## src/rtl/fsm_save_ctrl.sv

```systemverilog
// Checkpoint save controller: invalidates the commit token, copies every register word
// to non-volatile memory, then writes the token so only complete checkpoints look valid.
module fsm_save_ctrl #(
  parameter int                N_REGS      = 32,
  parameter int                DATA_W      = 32,
  parameter int                ADDR_W      = 8,
  parameter int                BASE_ADDR   = 0,
  parameter logic [DATA_W-1:0] VALID_TOKEN = 32'hC0DE_5AFE,
  parameter int                IDX_W       = $clog2(N_REGS)
) (
  input  logic              i_clk,
  input  logic              i_rst,
  input  logic              i_start,
  input  logic              i_abort,
  input  logic              i_ack_mem,
  input  logic [DATA_W-1:0] i_reg_data,
  output logic [IDX_W-1:0]  o_reg_idx,
  output logic              o_write_en,
  output logic [ADDR_W-1:0] o_mem_addr,
  output logic [DATA_W-1:0] o_mem_wdata,
  output logic              o_busy,
  output logic              o_done,
  output logic              o_aborted,
  output logic [2:0]        o_state
);

  localparam logic [2:0] S_IDLE   = 3'd0;
  localparam logic [2:0] S_INVAL  = 3'd1;
  localparam logic [2:0] S_FETCH  = 3'd2;
  localparam logic [2:0] S_WRITE  = 3'd3;
  localparam logic [2:0] S_COMMIT = 3'd4;
  localparam logic [2:0] S_DONE   = 3'd5;
  localparam logic [2:0] S_ABORT  = 3'd6;

  localparam logic [ADDR_W-1:0] TOKEN_ADDR = ADDR_W'(BASE_ADDR + N_REGS);
  localparam logic [ADDR_W-1:0] BASE_A     = ADDR_W'(BASE_ADDR);
  localparam logic [IDX_W-1:0]  LAST_IDX   = IDX_W'(N_REGS - 1);

  // Handshake: a write is offered while o_write_en=1 with address/data held constant;
  // it is consumed at the rising edge where i_ack_mem=1, and o_write_en drops (or the
  // next write is presented) in the following cycle. i_ack_mem is ignored otherwise.

  logic [2:0]        r_state;
  logic [2:0]        w_next;
  logic [IDX_W-1:0]  r_cnt;
  logic [ADDR_W-1:0] r_addr;
  logic [DATA_W-1:0] r_wdata;

  always_comb begin
    w_next = r_state;
    case (r_state)
      S_IDLE:   if (i_start && !i_abort) w_next = S_INVAL;
      S_INVAL:  if (i_abort) w_next = S_ABORT;
                else if (i_ack_mem) w_next = S_FETCH;
      S_FETCH:  w_next = i_abort ? S_ABORT : S_WRITE;
      S_WRITE:  if (i_abort) w_next = S_ABORT;
                else if (i_ack_mem) w_next = (r_cnt == LAST_IDX) ? S_COMMIT : S_FETCH;
      // Once the token write is acknowledged the checkpoint is committed, abort or not.
      S_COMMIT: if (i_ack_mem) w_next = S_DONE;
                else if (i_abort) w_next = S_ABORT;
      S_DONE:   w_next = S_IDLE;
      S_ABORT:  w_next = S_IDLE;
      default:  w_next = S_IDLE;
    endcase
  end

  always_ff @(posedge i_clk or posedge i_rst) begin
    if (i_rst) begin
      r_state <= S_IDLE;
      r_cnt   <= '0;
      r_addr  <= '0;
      r_wdata <= '0;
    end else begin
      r_state <= w_next;
      case (r_state)
        S_IDLE: begin
          if (w_next == S_INVAL) begin
            r_cnt   <= '0;
            r_addr  <= TOKEN_ADDR;
            r_wdata <= '0;
          end
        end
        S_FETCH: begin
          r_addr  <= BASE_A + ADDR_W'(r_cnt);
          r_wdata <= i_reg_data;
        end
        S_WRITE: begin
          if (w_next == S_FETCH) begin
            r_cnt <= r_cnt + IDX_W'(1);
          end else if (w_next == S_COMMIT) begin
            r_addr  <= TOKEN_ADDR;
            r_wdata <= VALID_TOKEN;
          end
        end
        default: ;
      endcase
    end
  end

  // The token slot must not wrap onto the register area.
  always_ff @(posedge i_clk) begin
    assert (64'(BASE_ADDR) + 64'(N_REGS) < (64'd1 << ADDR_W))
      else $error("token address exceeds address space");
  end

  assign o_reg_idx   = r_cnt;
  assign o_write_en  = (r_state == S_INVAL) || (r_state == S_WRITE) || (r_state == S_COMMIT);
  assign o_mem_addr  = r_addr;
  assign o_mem_wdata = r_wdata;
  assign o_busy      = (r_state != S_IDLE);
  assign o_done      = (r_state == S_DONE);
  assign o_aborted   = (r_state == S_ABORT);
  assign o_state     = r_state;

endmodule

```

## config.mk

```make
export PLATFORM = sky130hd
export DESIGN_NAME = fsm_save_ctrl
export DESIGN_NICKNAME = d
export VERILOG_FILES = /design/src/rtl/fsm_save_ctrl.sv
export SDC_FILE = /design/constraint.sdc
export NUM_CORES = 1
export LEC_CHECK = 0
export ABC_CLOCK_PERIOD_IN_PS = 6700
export CAP_MARGIN = 20
export CORE_ASPECT_RATIO = 1.5
export CORE_UTILIZATION = 35
export DETAILED_ROUTE_END_ITERATION = 8
export GPL_ROUTABILITY_DRIVEN = 0
export PLACE_DENSITY = 0.68
export SLEW_MARGIN = 20
export SYNTH_ARGS = -nofsm -noshare
export SYNTH_HDL_FRONTEND = slang
export SYNTH_SLANG_ARGS = --single-unit
export TNS_END_PERCENT = 5
```

## constraint.sdc

```tcl
create_clock -name i_clk -period 6.7 [get_ports i_clk]
set_clock_uncertainty 0.15 [all_clocks]
set_input_delay 0.67 -clock i_clk [delete_from_list [all_inputs] [get_ports i_clk]]
set_output_delay 0.67 -clock i_clk [all_outputs]
set_load 0.02 [all_outputs]
```

==> metrics <==
status=finished clean; largest cells by area after synthesis=dfrtp_1 (55%), a22o_1 (7.5%), a2bb2oi_2 (7.2%); Die Span Y=between 90 and 100 um; worst path arrival time=1.96 ns; Netlist Area Pre-Place=between 2000 and 2500 um^2; largest net degree at the start of global routing=47; max_slew headroom=0.3713; CP Max Fanout=17; first-pass GRT wire length=~8.1 mm; total CTS buffers=5; antenna diode count=0; post-CTS setup buffers=0; CTS sink cnt=46; DRT iter0 DRCs=75; drt pass-1 iters=4; PwrDens=roughly 550 nW/um^2; Clock power frac=0.101; Clock Latency Late Sink=0.29 ns; Root Buffer Master=clkbuf_8; PortBufs=86; Slowest-stage cell, CP=dfrtp_1; Sw Share=0.4109; DRC viols=0; sequential fraction of the synthesis area=0.5506; Crit path buffers/inverters=1; Layout area overhead=46.92%; CTS tree=built; Total Neg Setup Slack=0 ns; Final Critical Period=around 2.8 ns; unrepaired setup endpoints after global routing=false; # rows=34; DRT Wirelength=5.038 mm; Reg area=between 1000 and 1500 um^2; Yosys top cell by area=dfrtp_1; Max Slew Vio Count=0; Max Cap Viol=0; die extent in x=65.11 um; Pleak=about 0.0013 uW; layout cells sized above 1=0.09843; overall routing resource usage=0.1656; worst min path class=register to register; average routed wire per standard cell=around 15 um; total grt overflow=0; Yosys top cell area share=0.5506; vias in the first global route=approximately 1.6k; fmax=around 0.36 GHz; hpwl dp=3.479 mm; #FFs+latches synth=46; Main synth FF type=dfrtp_1; Final Util=0.5309; Req. time, crit path=between 5 and 6 ns; Crit Path Category=register to output port; vias per inst=5.092; vias=approximately 1.7k; Power Internal=approximately 990 uW; synthesized area per cell=between 10 and 15 um^2; H-tree depth=2; cells after synthesis=172; Post-synth EDFFs=0; I/O Pins=89; DIE AREA=approximately 6300 um^2; core area=5786 um^2; Netlist cell types=39; Routed Antenna Nets=0; total number of yosys warnings=0; Nets=between 200 and 300; CP endpoint kind=output port; initial antenna violation count=0; asr flop ratio synth=1.000; Worst path top cell family by delay=flip-flops; CP Cell Sequence=and2_1 -> nor2b_1 -> clkdlybuf4s50_1; worst stage delay on the critical path=0.70 ns; Hold Buf Count CTS=0; P_sw=slightly below 700 uW; Final Hold Vio Count=0; Max clock buf depth=2; CP Launch Type=register; Multi-input gate area=between 800 and 900 um^2; CTS resizes=0; Clock Pin Slew Worst Setup and Hold Paths=around 0.09 ns; sequential group share of total power=0.314; Initial Utilization=0.3614; final worst-path cycle share=0.4150; Setup violations, final=0; Logic pwr share=0.585; Fillers=~540; Peak VDD IR=0.0003161 V; actual slew at the worst max-slew pin=between 0.9 and 1 ns
-- state kept, by name (all words and copies together) (netlist names) --
| name | flops |
|---|---|
| o_mem_wdata | 32 |
| o_state | 3 |
| o_reg_idx | 5 |
| o_mem_addr | 6 |
-- final timing paths --
check                         startpoint              end  slack [ns]  cells past startpoint
hold / removal             o_mem_addr[3]    o_mem_addr[3]        0.36                      1
hold reg to reg            o_mem_addr[3]    o_mem_addr[3]        0.36                      1
setup reg to reg            o_reg_idx[0]     o_reg_idx[1]        4.19                      6
max in group asynchronous          i_rst  o_mem_wdata[10]        5.06                      2
min in group asynchronous          i_rst   o_mem_wdata[6]        0.76                      2
setup / recovery              o_state[2]        o_aborted        3.92                      3
-- stage by stage --
step / setup slack [ns] / cell area [um^2] / total power [uW] / hold slack (ns) / instances
after floorplan: 4.303 / 2095 / 1148 / 0.4516 / 173
after global placement: 3.562 / 2963 / 1502 / 0.3385 / 317
after detailed placement: 3.499 / 2963 / 1517 / 0.3406 / 317
after CTS: 3.816 / 3053 / 1691 / 0.3648 / 325
after global routing: 3.755 / 3072 / 1785 / 0.3727 / 326
final: 3.920 / 3072 / 1681 / 0.3559 / 326
-- power by group through the flow --
stage / Combinational, uW / Sequential, uW / Clock (uW)
floorplan: 487 / 660 / 0
global placement: 971 / 530 / 0
detailed placement: 981 / 535 / 0
CTS: 986 / 530 / 175
global route: 1050 / 550 / 184
finish: 983 / 528 / 170
-- cell usage after synthesis, types with 2 or more instances --
| library cell | n |
|---|---|
| mux2i_1 | 3 |
| nand2_1 | 22 |
| a22o_1 | 18 |
| and3_1 | 3 |
| a2bb2oi_2 | 10 |
| ha_1 | 2 |
| buf_6 | 3 |
| clkbuf_1 | 7 |
| nor2b_1 | 2 |
| a21oi_1 | 2 |
| nand2b_1 | 4 |
| a2bb2oi_1 | 9 |
| nor2_1 | 2 |
| inv_1 | 7 |
| a31oi_1 | 5 |
| o32ai_1 | 2 |
| nand3_1 | 2 |
| buf_4 | 2 |
| dfrtp_1 | 46 |
| and2_1 | 2 |
-- routing by layer --
metal  routed length (um)  global-route usage
met3                  231             0.02948
met1                 2026              0.1978
met2                 2719              0.2925
met5                    0                   0
met4                   60             0.05518
-- placed cells by master (no fill, tap or decap), types with 2 or more instances in the layout --
master,synthesis,layout
nand2_1,22,22
ha_1,2,2
clkdlybuf4s50_1,0,86
a22o_1,18,18
nor2b_1,2,2
dfrtp_1,46,46
nor2_1,2,2
a2bb2oi_2,10,10
a31oi_1,5,5
and2_1,2,2
clkbuf_8,0,5
mux2i_1,3,3
conb_1,1,2
a21oi_1,2,2
nand3_1,2,2
inv_1,7,6
and3_1,3,3
a2bb2oi_1,9,9
o32ai_1,2,2
nand2b_1,4,4
-- kinds of logic after synthesis --
group	after synthesis	share of synthesized area
mux	3	0.01436
simple gates	42	0.1029
buf+inv	22	0.05984
other cells	1	0.001794
fa+ha+maj	2	0.01197
compound gates	56	0.2585
flops	46	0.5506
-- layout make-up --
type,instances,share of cell area
flip-flops and latches,46,0.3747
inverters,7,0.008554
multi-input cells,105,0.2717
clock buffers,5,0.02240
clock inverters,3,0.006925
well taps,72,0.02933
repair buffers,88,0.2864
No activity file was read; power rests on OpenSTA's default activity.
